==> src/rtl/datapath_primitives.sv <==
// Leaf primitives of the pipelined MIPS datapath (register, 2:1 mux, 32-bit ALU)
// plus a wrapper that exposes one instance of each on independent ports.

module flopr #(
  parameter int unsigned     WIDTH       = 32,
  parameter logic [WIDTH-1:0] RESET_VALUE = '0
) (
  input  logic             clk,
  input  logic             reset,
  input  logic             en,
  input  logic [WIDTH-1:0] d,
  output logic [WIDTH-1:0] q
);

  // en low is the pipeline stall: q holds for as long as it stays low.
  always_ff @(posedge clk or negedge reset) begin
    if (!reset) begin
      q <= RESET_VALUE;
    end else if (en) begin
      q <= d;
    end
  end

endmodule

module mux2 #(
  parameter int unsigned WIDTH = 32
) (
  input  logic [WIDTH-1:0] d0,
  input  logic [WIDTH-1:0] d1,
  input  logic             s,
  output logic [WIDTH-1:0] y
);

  assign y = s ? d1 : d0;

endmodule

module alu (
  input  logic        [31:0] a,
  input  logic        [31:0] b,
  input  logic        [2:0]  f,
  output logic               cout,
  output logic               zero,
  output logic        [31:0] result
);

  logic [31:0] bb;
  logic [32:0] sum;
  logic        overflow;
  logic        slt;

  // f[2] turns the adder into a subtractor: a + ~b + 1.
  assign bb  = f[2] ? ~b : b;
  assign sum = {1'b0, a} + {1'b0, bb} + {32'd0, f[2]};

  // Signed overflow of a - b: operands a and bb share a sign, the sum does not.
  assign overflow = (a[31] == bb[31]) & (sum[31] != a[31]);
  assign slt      = sum[31] ^ overflow;

  always_comb begin
    result = '0;
    unique case (f[1:0])
      2'b00: result = a & bb;
      2'b01: result = a | bb;
      2'b10: result = sum[31:0];
      2'b11: result = f[2] ? {31'd0, slt} : 32'd0;
    endcase
  end

  assign cout = sum[32];
  assign zero = (result == 32'd0);

endmodule

module datapath_primitives #(
  parameter int unsigned      WIDTH       = 32,
  parameter logic [WIDTH-1:0] RESET_VALUE = '0
) (
  input  logic             clk,
  input  logic             reset,
  input  logic             en,
  input  logic [WIDTH-1:0] d,
  output logic [WIDTH-1:0] q,
  input  logic [WIDTH-1:0] d0,
  input  logic [WIDTH-1:0] d1,
  input  logic             s,
  output logic [WIDTH-1:0] y,
  input  logic [31:0]      a,
  input  logic [31:0]      b,
  input  logic [2:0]       f,
  output logic             cout,
  output logic             zero,
  output logic [31:0]      result
);

  flopr #(.WIDTH(WIDTH), .RESET_VALUE(RESET_VALUE)) u_flopr (
    .clk   (clk),
    .reset (reset),
    .en    (en),
    .d     (d),
    .q     (q)
  );

  mux2 #(.WIDTH(WIDTH)) u_mux2 (
    .d0 (d0),
    .d1 (d1),
    .s  (s),
    .y  (y)
  );

  alu u_alu (
    .a      (a),
    .b      (b),
    .f      (f),
    .cout   (cout),
    .zero   (zero),
    .result (result)
  );

endmodule

==> config.mk <==
export PLATFORM = sky130hd
export DESIGN_NAME = datapath_primitives
export DESIGN_NICKNAME = d
export VERILOG_FILES = /design/src/rtl/datapath_primitives.sv
export SDC_FILE = /design/constraint.sdc
export NUM_CORES = 1
export LEC_CHECK = 0
export CAP_MARGIN = 25
export CELL_PAD_IN_SITES_DETAIL_PLACEMENT = 1
export CELL_PAD_IN_SITES_GLOBAL_PLACEMENT = 2
export CORE_ASPECT_RATIO = 1.2
export CORE_MARGIN = 10
export CORE_UTILIZATION = 20
export DETAILED_ROUTE_END_ITERATION = 10
export PLACE_DENSITY = 0.79
export SETUP_SLACK_MARGIN = 0.2
export SYNTH_ARGS = -nofsm -noshare
export SYNTH_HDL_FRONTEND = slang
export SYNTH_SLANG_ARGS = --single-unit
==> constraint.sdc <==
create_clock -name clk -period 7.5 [get_ports clk]
set_clock_uncertainty 0.1 [all_clocks]
set_input_delay 1.875 -clock clk [delete_from_list [all_inputs] [get_ports clk]]
set_output_delay 1.875 -clock clk [all_outputs]
set_load 0.01 [all_outputs]
==> impl_table.tex, run 1 <==
\begin{tabular}{lr}
\hline
Metric & Value \\
\hline
\multicolumn{2}{l}{\textbf{Clock tree}} \\
H-tree Lvls & 2 \\
Total clock buffers created by CTS & 5 \\
\# hold bufs at CTS & 0 \\
Number of sinks handled by clock tree synthesis & 32 \\
Clock-pin slew on the worst setup and hold paths & 0.05 ns \\
TritonCTS clock tree & done \\
Root buf cell & clkbuf\_16 \\
Clock latency of the later-clocked register in the worst-skew pair & 0.27 ns \\
CTS max path bufs & 2 \\
\multicolumn{2}{l}{\textbf{Worst setup path}} \\
Slowest CP cell & or4\_1 \\
Worst Setup End Kind & primary output \\
Category of the most critical setup path & primary input to primary output \\
Sort of element at the start of the critical path & primary input \\
CP max stage delay & 0.51 ns \\
Arrival time at the worst endpoint & 5.61 ns \\
Critical-path cell list & buf\_12, buf\_6, xor2\_4, inv\_2, ha\_4, buf\_4, nand4\_1, o221ai\_4, buf\_6, o31ai\_4, xnor2\_1, mux2i\_1, o22ai\_2, or4\_1, or4\_4, or4\_4, nor4b\_4, buf\_4 \\
Required time of the worst setup path & 5.53 ns \\
Critical-path maximum fanout & 5 \\
\multicolumn{2}{l}{\textbf{Yosys}} \\
Synth Net Count & 846 \\
Sequential cell area fraction in the yosys report & 0.159 \\
Number of warnings issued by yosys & 0 \\
Number of enable flip-flop cells after synthesis & 0 \\
Share of the synthesized area in the top cell type & 0.159 \\
Mapped cell area & 0.00503 mm2 \\
Mux contribution to synthesized area & 0.190 \\
Count of different cell masters after synthesis & 54 \\
Cell taking the most area after synthesis & dfrtp\_1 \\
Leading post-synthesis cells by cell area & dfrtp\_1, ha\_1, mux2\_2 \\
Arithmetic-cell share of the synthesized area counting full adders, half adders and majority gates & 0.163 \\
Synthesized-area fraction occupied by xor and xnor cells & 0.105 \\
Most frequently used flop master after synthesis & dfrtp\_1 \\
Area fraction in compound gates after synthesis & 0.183 \\
Combinational family with the most area after synthesis & multiplexers \\
Simple-gate share of the synthesized area & 0.117 \\
Share of flip-flops with an asynchronous set or reset & 1.00 \\
Syn\_area\_per\_cell & 8.19 um2 \\
Post-synthesis sequential element count & 32 \\
Gate Count Post-Synth & 614 \\
\multicolumn{2}{l}{\textbf{Cells and area}} \\
NumNets Final & 1262 \\
Most frequent cells in the layout & clkdlybuf4s50\_1, buf\_4, mux2\_2, inv\_1, ha\_1 \\
Synthesis-to-layout area growth & 102\% \\
Core occupancy in the finished layout & 0.409 \\
Registers with the most flip-flops & u\_flopr.q (32) \\
Leading cell type in the layout, fill and taps excluded & clkdlybuf4s50\_1 \\
Fill cell total of the finished layout & 2868 \\
Max FFs per register & 32 \\
Top register by number of flip-flops & u\_flopr.q \\
Final design instance area without fill & 0.0101 mm2 \\
Share of layout cells above drive strength 1 & 0.349 \\
\multicolumn{2}{l}{\textbf{Placed design}} \\
Last weighted congestion value of the routability-driven placer & 0.887 \\
Sum of net half-perimeters after detailed placement & 20900 um \\
Number of buffers added on ports & 264 \\
Pre-CTS setup slack & -1.00 ns \\
Post-detailed-placement cell area & 0.00915 mm2 \\
\multicolumn{2}{l}{\textbf{Power}} \\
Sw frac & 0.359 \\
Fraction of power consumed by sequential logic & 0.145 \\
Clock network power share & 0.177 \\
Static leakage & 0.00453 uW \\
Power per standard cell area & 136 mW/mm2 \\
Worst supply voltage drop on vdd & 0.000180 V \\
Portion of total power attributed to combinational logic & 0.678 \\
Net Sw Power & 496 uW \\
Int Pwr & 884 uW \\
\multicolumn{2}{l}{\textbf{Global routing}} \\
Total overflow reported by the global router & 0 \\
Maximum number of pins on one net before global-route repair & 33 \\
Global Route Usage Sum & 0.144 \\
Initial antenna violation count & 3 \\
Number of global-route vias before repair & 6800 \\
Wire length of the first global-routing pass & 37500 um \\
\multicolumn{2}{l}{\textbf{Drt}} \\
Drt first pass iters & 4 \\
Final ANT Viol Nets & 0 \\
Routed length per instance & 18.4 um \\
DRC violation total after the first TritonRoute iteration & 157 \\
DRC & 0 \\
Post-Route WL & 25000 um \\
Ratio of routed vias to standard cells & 4.56 \\
Via count & 6197 \\
\multicolumn{2}{l}{\textbf{Timing}} \\
Highest clock rate & 132 MHz \\
Setup repair after global routing missed its margin & yes \\
Final setup violation count & 1 \\
Slew at the pin with the worst max-slew slack & 0.516 ns \\
Worst Setup Slack, final & -0.0806 ns \\
Total Negative Setup Slacks & -0.0806 ns \\
Share of the clock period used by the worst path after layout & 1.01 \\
Final slew viol count & 0 \\
Clock period minus final worst setup slack & 7.58 ns \\
Final hold viol count & 0 \\
Tightest slew margin relative to the limit & 0.655 \\
\multicolumn{2}{l}{\textbf{Status}} \\
Run status & finished with violations \\
Violations in the final reports & setup timing \\
\multicolumn{2}{l}{\textbf{Hold path}} \\
Hold Crit Class & flip-flop to flip-flop \\
\multicolumn{2}{l}{\textbf{Flow run}} \\
Number of max-capacitance violations reported & 0 \\
\multicolumn{2}{l}{\textbf{Floorplan}} \\
Vertical die dimension & 194 um \\
Initial Util & 0.203 \\
Core box area & 0.0248 mm2 \\
Row count & 63 \\
Die ar. & 0.0319 mm2 \\
Die outline width & 165 um \\
Top Ports & 265 \\
\hline
\end{tabular}
## cell families (layout without fill, tap and decap cells)
logic type | count (synthesis) | in the layout
xor gates and xnor gates | 60 | 60
adders and majority gates | 65 | 65
AOI/OAI and AO/OA | 147 | 147
muxes | 86 | 86
other | 0 | 3
buffers and inverters | 107 | 524
and+or+nand+nor | 117 | 117
DFF | 32 | 32
## cell type report
class	instances	area (um2)	share of cell area
Tap cell	325	407	0.0401
Clock inverter	1	30.0	0.00296
Multi-Input combinational cell	475	4420	0.436
Antenna cell	3	7.51	0.000741
Clock buffer	7	153	0.0151
Inverter	72	270	0.0267
Timing Repair Buffer	444	4050	0.399
Sequential cell	32	801	0.0790
## worst paths after layout
path / cells past startpoint / startpoint / to / slack [ns]
worst min register to register: 1 / u_flopr.q[8]$_DFFE_PN0P_ / u_flopr.q[8]$_DFFE_PN0P_ / 0.41
worst max register to register: 1 / u_flopr.q[3]$_DFFE_PN0P_ / u_flopr.q[3]$_DFFE_PN0P_ / 6.61
worst max-delay path: 18 / f[2] / zero / -0.08
min in group asynchronous: 2 / reset / u_flopr.q[16]$_DFFE_PN0P_ / 1.90
max in group asynchronous: 2 / reset / u_flopr.q[2]$_DFFE_PN0P_ / 5.11
worst min-delay path: 1 / u_flopr.q[8]$_DFFE_PN0P_ / u_flopr.q[8]$_DFFE_PN0P_ / 0.41
## power by group through the flow
stage / Clock [uW] / Sequential [uW] / Combinational (uW)
3_3_place_gp: 0 / 201 / 826
5_1_grt: 257 / 202 / 1020
4_1_cts: 251 / 200 / 900
6_report: 244 / 199 / 936
2_1_floorplan: 0 / 210 / 356
3_5_place_dp: 0 / 202 / 836
## Yosys cell counts, types with 2 or more instances
| cell | count |
|---|---|
| o311ai_0 | 2 |
| a211oi_1 | 6 |
| o211ai_1 | 7 |
| buf_1 | 12 |
| o21bai_1 | 5 |
| nor3b_1 | 2 |
| a21o_1 | 11 |
| dfrtp_1 | 32 |
| nor3_1 | 5 |
| or4_1 | 6 |
| nand2_1 | 34 |
| and2_1 | 2 |
| a31oi_1 | 2 |
| nor2_1 | 29 |
| mux2i_1 | 19 |
| clkbuf_1 | 19 |
| a21oi_1 | 40 |
| nand3_1 | 5 |
| nor2b_1 | 3 |
| a311oi_1 | 2 |
| o22ai_1 | 19 |
| xor2_1 | 46 |
| nand2b_1 | 7 |
| nor4_1 | 3 |
| xnor2_1 | 14 |
| o21ai_0 | 37 |
| o21ai_1 | 2 |
| o221ai_1 | 5 |
| buf_4 | 3 |
| inv_1 | 72 |
| or3_1 | 4 |
| nand4_1 | 9 |
| mux2_2 | 66 |
| ha_1 | 64 |
## repair_timing
action                     4_1_cts  5_1_grt
gates cloned                     1        0
pin swaps                       38       33
buffers inserted                16        8
setup endpoints to repair       21       20
resized for setup              108       57
## through the flow
step	std cells	hold slack (ns)	power [uW]
after floorplan	614	0.451	566
after CTS	1348	0.411	1350
after global placement	1323	0.388	1030
final	1359	0.408	1380
after global routing	1359	0.426	1470
after detailed placement	1323	0.399	1040
## worst max-delay path, delay by kind of cell
kind                       cells  cell delay, ns
muxes                          1            0.18
and+or+nand+nor                5            1.76
adders and majority gates      1            0.29
buffers and inverters          6            0.73
AOI/OAI and AO/OA              3            0.44
xor gates and xnor gates       2            0.31
## routing by layer
layer  global-route usage  wire, um  share of wire  vias up
met3               0.0599      2770           0.11       30
met1                0.152      9390           0.38     2924
li1                     -         -              -     2978
met4               0.0377       586          0.023        0
met5                    0         0              0        -
met2                0.257     12300           0.49      265
Power figures use the tool's default switching activity.
==> run 2, diff against run 1 <==
--- a/config.mk
+++ b/config.mk
@@ -15,4 +15,5 @@
 export PLACE_DENSITY = 0.79
 export SETUP_SLACK_MARGIN = 0.2
+export SKIP_LAST_GASP = 1
 export SYNTH_ARGS = -nofsm -noshare
 export SYNTH_HDL_FRONTEND = slang
==> constraint.sdc (replaced) <==
create_clock -name clk -period 7.5 [get_ports clk]
set_clock_uncertainty 0.1 [all_clocks]
set_input_delay 1.875 -clock clk [delete_from_list [all_inputs] [get_ports clk]]
set_output_delay 1.875 -clock clk [all_outputs]
set_load 0.05 [all_outputs]
==> run 2 against run 1 <==
Net effect:
- the run still ends with setup timing left
- maximum frequency shrank 2.2%
- first-iteration DRC count shrank 29%
- non-clock buffer count shrank 16
- via count shrank 2.5%
- final area shrank 0.44%
- total power grew 13%
- sequential share of layout area is essentially flat
- largest cell class unchanged
==> impl_table.tex, run 2 (synthesized netlist as in run 1, its figures left out) <==
\begin{tabular}{lr}
\hline
Metric & Value \\
\hline
\multicolumn{2}{l}{\textbf{Floorplan}} \\
Vertical die dimension & 194 um (unchanged) \\
Die ar. & 0.0319 mm2 (unchanged) \\
Top Ports & 265 (unchanged) \\
Initial Util & 0.203 (unchanged) \\
Core box area & 0.0248 mm2 (unchanged) \\
Die outline width & 165 um (unchanged) \\
Row count & 63 (unchanged) \\
\multicolumn{2}{l}{\textbf{Power}} \\
Worst supply voltage drop on vdd & 0.000172 V (-4.2\%) \\
Static leakage & 0.00448 uW (-0.94\%) \\
Total chip power & 1560 uW (+13\%) \\
Power per standard cell area & 155 mW/mm2 (+14\%) \\
\multicolumn{2}{l}{\textbf{Status}} \\
Run status & finished with violations \\
Violations in the final reports & setup timing \\
\multicolumn{2}{l}{\textbf{Timing}} \\
Clock period minus final worst setup slack & 7.75 ns (+0.173 ns) \\
Total Negative Setup Slacks & -0.254 ns (-0.173 ns) \\
Final hold viol count & 0 (unchanged) \\
Smallest hold slack & 0.406 ns (-0.00142 ns) \\
Slew at the pin with the worst max-slew slack & 0.557 ns (+0.0415 ns) \\
Highest clock rate & 129 MHz (-2.2\%) \\
Setup repair after global routing missed its margin & yes \\
Final slew viol count & 0 (unchanged) \\
Share of the clock period used by the worst path after layout & 1.03 (+0.0231) \\
Tightest slew margin relative to the limit & 0.627 (-0.0276) \\
Worst Setup Slack, final & -0.254 ns (-0.173 ns) \\
Final setup violation count & 1 (unchanged) \\
\multicolumn{2}{l}{\textbf{Global routing}} \\
Maximum number of pins on one net before global-route repair & 33 (unchanged) \\
Global Route Usage Sum & 0.148 (+0.00336) \\
Total overflow reported by the global router & 0 (unchanged) \\
Number of global-route vias before repair & 6732 (-1.0\%) \\
Wire length of the first global-routing pass & 37800 um (+0.85\%) \\
Initial antenna violation count & 0 (-3) \\
\multicolumn{2}{l}{\textbf{Clock tree}} \\
TritonCTS clock tree & done \\
Root buf cell & clkbuf\_16 \\
Total clock buffers created by CTS & 5 (unchanged) \\
CTS max path bufs & 2 (unchanged) \\
Clock latency of the later-clocked register in the worst-skew pair & 0.27 ns (about the same) \\
Number of sinks handled by clock tree synthesis & 32 (unchanged) \\
H-tree Lvls & 2 (unchanged) \\
Clock-pin slew on the worst setup and hold paths & 0.05 ns (about the same) \\
\multicolumn{2}{l}{\textbf{Worst setup path}} \\
Critical-path maximum fanout & 5 (unchanged) \\
Category of the most critical setup path & primary input to primary output \\
Sort of element at the start of the critical path & primary input \\
Worst Setup End Kind & primary output \\
Arrival time at the worst endpoint & 5.78 ns (+0.17 ns) \\
Required time of the worst setup path & 5.53 ns (about the same) \\
\multicolumn{2}{l}{\textbf{Drt}} \\
Ratio of routed vias to standard cells & 4.51 (-1.0\%) \\
DRC & 0 (unchanged) \\
Drt first pass iters & 4 (unchanged) \\
Via count & 6044 (-2.5\%) \\
Post-Route WL & 25100 um (+0.40\%) \\
Routed length per instance & 18.8 um (+1.9\%) \\
Final ANT Viol Nets & 0 (unchanged) \\
DRC violation total after the first TritonRoute iteration & 111 (-29\%) \\
\multicolumn{2}{l}{\textbf{Cells and area}} \\
Registers with the most flip-flops & u\_flopr.q (32) \\
NumNets Final & 1246 (-1.3\%) \\
Inserted Diodes & 0 (-3) \\
Leading cell type in the layout, fill and taps excluded & clkdlybuf4s50\_1 \\
Final design instance area without fill & 0.0101 mm2 (-0.44\%) \\
Top register by number of flip-flops & u\_flopr.q \\
Share of layout cells above drive strength 1 & 0.362 (+0.0128) \\
Max FFs per register & 32 (unchanged) \\
Most frequent cells in the layout & clkdlybuf4s50\_1, buf\_4, inv\_1, mux2\_2, ha\_1 \\
Synthesis-to-layout area growth & 101\% \\
\multicolumn{2}{l}{\textbf{Placed design}} \\
Pre-CTS setup slack & -0.691 ns (+0.313 ns) \\
Number of buffers added on ports & 264 (unchanged) \\
Last weighted congestion value of the routability-driven placer & 0.886 (-0.18\%) \\
Post-detailed-placement cell area & 0.00924 mm2 (+0.97\%) \\
Sum of net half-perimeters after detailed placement & 21100 um (+1.3\%) \\
\multicolumn{2}{l}{\textbf{Flow run}} \\
Number of max-capacitance violations reported & 0 (unchanged) \\
\multicolumn{2}{l}{\textbf{Hold path}} \\
Hold Crit Class & flip-flop to flip-flop \\
\hline
\end{tabular}
==> run 2: power by group <==
| part | internal (uW) | switching, uW | leakage, uW |
|---|---|---|---|
| clock network | 139 | 68.4 | 0.0000760 |
| registers | 190 | 9.33 | 0.000374 |
| logic | 543 | 611 | 0.00403 |
| total | 872 | 688 | 0.00448 |
==> run 2: final timing paths <==
path | start | end | slack, ns | cells after the start
min in group asynchronous | reset | u_flopr.q[3]$_DFFE_PN0P_ | 1.90 | 2
hold / removal | u_flopr.q[31]$_DFFE_PN0P_ | u_flopr.q[31]$_DFFE_PN0P_ | 0.41 | 1
setup reg to reg | u_flopr.q[13]$_DFFE_PN0P_ | u_flopr.q[13]$_DFFE_PN0P_ | 6.63 | 1
hold reg to reg | u_flopr.q[31]$_DFFE_PN0P_ | u_flopr.q[31]$_DFFE_PN0P_ | 0.41 | 1
max in group asynchronous | reset | u_flopr.q[11]$_DFFE_PN0P_ | 5.11 | 2
setup / recovery | f[2] | zero | -0.25 | 17
==> run 2: worst max-delay path, cell delays in order <==
cell	delay, ns
buf_12	0.12
xor2_1	0.22
inv_1	0.11
ha_4	0.31
buf_6	0.10
nand2b_4	0.06
a21oi_1	0.18
xor2_1	0.09
mux2i_1	0.20
o21ai_2	0.08
or4_4	0.53
or4_1	0.51
or4_4	0.43
or4_4	0.46
nor4b_4	0.22
buf_4	0.15
buf_12	0.13
==> run 2: per-layer routing <==
layer	GRT usage	routed length [um]	up-vias
met3	0.0550	2510	16
met1	0.151	9350	2864
li1	-	-	2928
met5	0	0	-
met4	0.0232	214	0
met2	0.279	13100	236
==> run 2: through the flow <==
| step | util | std cells |
|---|---|---|
| 6_report | 0.408 | 1339 |
| 5_1_grt | 0.408 | 1339 |
| 4_1_cts | 0.398 | 1336 |
| 3_5_place_dp | 0.373 | 1312 |
| 3_3_place_gp | 0.373 | 1312 |
| 2_1_floorplan | - | 614 |
==> run 2: layout make-up <==
cell class,count,area (um2)
timing repair buffer,428,4030
fill,2870,14700
inverter,72,270
tap,325,407
sequential,32,801
clock buffer,7,153
multi-input combinational,475,4430
==> run 2: what timing repair did <==
item,4_1_cts,5_1_grt
pin swaps,40,20
hold buffers,0,0
buffers inserted,16,3
resized for setup,94,46
cloned,1,0
endpoints found under the setup margin,6,8
==> run 3, diff against run 2 <==
- CORE_ASPECT_RATIO: 1.2 -> 0.5
- GPL_ROUTABILITY_DRIVEN: default -> 0
- GPL_TIMING_DRIVEN: default -> 0
==> run 3 against run 2 <==
Net effect:
- the run still ends with setup timing left
- register-to-register slack got worse by 0.02 ns
- core utilization decreased by 4.0 points
- critical path type unchanged
- hold slack got worse by 0.0061 ns
- cell count decreased by 7.0%
- critical path depth decreased by 2
- sequential cell count unchanged
- final area decreased by 11%
- non-clock buffer count decreased by 106
- sequential power about the same
- critical endpoint unchanged
- clock power decreased by 2%
- global-route usage decreased by 0.32 points
==> impl_table.tex, run 3 (synthesized netlist as in run 1, its figures left out) <==
\begin{tabular}{lr}
\hline
Metric & Value \\
\hline
\multicolumn{2}{l}{\textbf{Drt}} \\
DRC & 0 (unchanged) \\
Post-Route WL & 24700 um (-1.7\%) \\
Ratio of routed vias to standard cells & 4.60 (+1.8\%) \\
Via count & 5722 (-5.3\%) \\
Routed length per instance & 19.8 um (+5.7\%) \\
DRC violation total after the first TritonRoute iteration & 159 (+43\%) \\
Final ANT Viol Nets & 0 (unchanged) \\
Drt first pass iters & 4 (unchanged) \\
\multicolumn{2}{l}{\textbf{Cells and area}} \\
Area taken by flip-flops and latches & 801 um2 (unchanged) \\
Synthesis-to-layout area growth & 78.5\% \\
NumNets Final & 1140 (-8.5\%) \\
Top register by number of flip-flops & u\_flopr.q \\
Fill cell total of the finished layout & 2834 (-1.3\%) \\
Max FFs per register & 32 (unchanged) \\
Leading cell type in the layout, fill and taps excluded & clkdlybuf4s50\_1 \\
Registers with the most flip-flops & u\_flopr.q (32) \\
Most frequent cells in the layout & clkdlybuf4s50\_1, inv\_1, mux2\_2, ha\_1, xor2\_1 \\
Share of layout cells above drive strength 1 & 0.227 (-0.135) \\
Core occupancy in the finished layout & 0.368 (-0.0395) \\
Inserted Diodes & 0 (unchanged) \\
Area used by multi-input combinational logic & 0.00432 mm2 (-2.4\%) \\
\multicolumn{2}{l}{\textbf{Clock tree}} \\
Root buf cell & clkbuf\_16 \\
TritonCTS clock tree & done \\
Total clock buffers created by CTS & 5 (unchanged) \\
Number of sinks handled by clock tree synthesis & 32 (unchanged) \\
H-tree Lvls & 2 (unchanged) \\
CTS max path bufs & 2 (unchanged) \\
Clock-pin slew on the worst setup and hold paths & 0.05 ns (about the same) \\
Clock latency of the later-clocked register in the worst-skew pair & 0.28 ns (about the same) \\
\multicolumn{2}{l}{\textbf{Worst setup path}} \\
Required time of the worst setup path & 5.53 ns (about the same) \\
Arrival time at the worst endpoint & 5.90 ns (+0.12 ns) \\
Sort of element at the start of the critical path & primary input \\
Category of the most critical setup path & primary input to primary output \\
Critical-path maximum fanout & 6 (+1) \\
Worst Setup End Kind & primary output \\
\multicolumn{2}{l}{\textbf{Timing}} \\
Smallest hold slack & 0.400 ns (-0.00611 ns) \\
Final setup violation count & 1 (unchanged) \\
Total Negative Setup Slacks & -0.375 ns (-0.121 ns) \\
Setup repair after global routing missed its margin & yes \\
Final hold viol count & 0 (unchanged) \\
Final slew viol count & 0 (unchanged) \\
Highest clock rate & 127 MHz (-1.5\%) \\
Slew at the pin with the worst max-slew slack & 0.732 ns (+0.175 ns) \\
Clock period minus final worst setup slack & 7.88 ns (+0.121 ns) \\
Share of the clock period used by the worst path after layout & 1.05 (+0.0162) \\
Worst Setup Slack, final & -0.375 ns (-0.121 ns) \\
Tightest slew margin relative to the limit & 0.512 (-0.115) \\
\multicolumn{2}{l}{\textbf{Global routing}} \\
Maximum number of pins on one net before global-route repair & 33 (unchanged) \\
Initial antenna violation count & 1 (+1) \\
Wire length of the first global-routing pass & 37200 um (-1.7\%) \\
GRT met3 Usage & 0.0411 (-0.0140) \\
Total overflow reported by the global router & 0 (unchanged) \\
Most used routing layer & met2 \\
Global routing usage on met2 & 0.281 (+0.00145) \\
Number of global-route vias before repair & 6229 (-7.5\%) \\
GR Util met1 & 0.152 (+0.00136) \\
Global Route Usage Sum & 0.144 (-0.00322) \\
\multicolumn{2}{l}{\textbf{Floorplan}} \\
Top Ports & 265 (unchanged) \\
Initial Util & 0.206 (+0.00315) \\
Vertical die dimension & 132 um (-32\%) \\
Row count & 40 (-37\%) \\
Die ar. & 0.0323 mm2 (+1.1\%) \\
Core box area & 0.0244 mm2 (-1.5\%) \\
Die outline width & 244 um (+48\%) \\
\multicolumn{2}{l}{\textbf{Placed design}} \\
Pre-CTS setup slack & -1.65 ns (-0.962 ns) \\
Number of buffers added on ports & 259 (-1.9\%) \\
Sum of net half-perimeters after detailed placement & 20800 um (-1.5\%) \\
\multicolumn{2}{l}{\textbf{Power}} \\
Total chip power & 1370 uW (-12\%) \\
Static leakage & 0.00383 uW (-14\%) \\
Power per standard cell area & 152 mW/mm2 (-1.6\%) \\
Worst supply voltage drop on vdd & 0.000175 V (+1.5\%) \\
\multicolumn{2}{l}{\textbf{Flow run}} \\
Number of max-capacitance violations reported & 0 (unchanged) \\
\multicolumn{2}{l}{\textbf{Status}} \\
Run status & finished with violations \\
Violations in the final reports & setup timing \\
\multicolumn{2}{l}{\textbf{Hold path}} \\
Hold Crit Class & flip-flop to flip-flop \\
\hline
\end{tabular}
-- run 3: changes by cell type in the layout (fill, tap and decap cells not counted), sizes merged --
cell,previous run,this run
dlygate4sd2,12,16
clkbuf,8,26
dlymetal6s2s,0,4
bufbuf,1,0
buf,198,52
clkdlybuf4s15,1,4
clkdlybuf4s50,215,227
dlygate4sd1,0,1
-- run 3: through the flow --
stage                     cells  cell area, um2
after floorplan             614            5140
after global placement     1209            8150
after detailed placement   1209            8150
after CTS                  1236            8690
after global routing       1245            8970
final                      1245            8970
-- run 3: critical path: stages --
cell and delay [ns]:
buf_12 0.11, buf_12 0.14, xor2_4 0.15, inv_2 0.07, fa_2 0.42, xnor2_2 0.15, mux2i_2 0.20, o22ai_4 0.09
or3_1 0.37, or4_4 0.54, or4_4 0.42, or4_4 0.44, or4_4 0.44, nor4b_4 0.28, buf_6 0.20
-- run 3: worst paths after layout --
kind | start | to | slack, ns | cells past startpoint
setup / recovery | f[2] | zero | -0.38 | 15
hold / removal | u_flopr.q[24]$_DFFE_PN0P_ | u_flopr.q[24]$_DFFE_PN0P_ | 0.40 | 1
setup reg to reg | u_flopr.q[12]$_DFFE_PN0P_ | u_flopr.q[12]$_DFFE_PN0P_ | 6.61 | 1
hold reg to reg | u_flopr.q[24]$_DFFE_PN0P_ | u_flopr.q[24]$_DFFE_PN0P_ | 0.40 | 1
max in group asynchronous | reset | u_flopr.q[11]$_DFFE_PN0P_ | 5.27 | 1
min in group asynchronous | reset | u_flopr.q[2]$_DFFE_PN0P_ | 1.56 | 1
-- run 3: area by class of cell --
| class | instances | share of cell area |
|---|---|---|
| Buffer | 35 | 0.0246 |
| Clock buffer | 8 | 0.0163 |
| Inverter | 72 | 0.0301 |
| Multi-Input combinational cell | 475 | 0.482 |
| Sequential cell | 32 | 0.0893 |
| Tap cell | 336 | 0.0469 |
| Timing Repair Buffer | 287 | 0.311 |
-- run 3: power by group --
group	switching, uW	internal [uW]
sequential	9.03	190
clock	69.8	132
combinational	570	395
total	648	718
-- run 3: repair_timing --
action,CTS,global route
buffers inserted,19,9
gates resized for setup,125,60
pin swaps,30,30
hold buffers,0,0
setup endpoints to repair,26,25
-- run 3: routing by layer --
| metal | up-vias | wire, um | part of all wire |
|---|---|---|---|
| met5 | - | 13 | 0.00053 |
| met4 | 2 | 266 | 0.011 |
| met3 | 16 | 1710 | 0.069 |
| met2 | 189 | 12900 | 0.52 |
| met1 | 2785 | 9820 | 0.40 |
| li1 | 2730 | - | - |
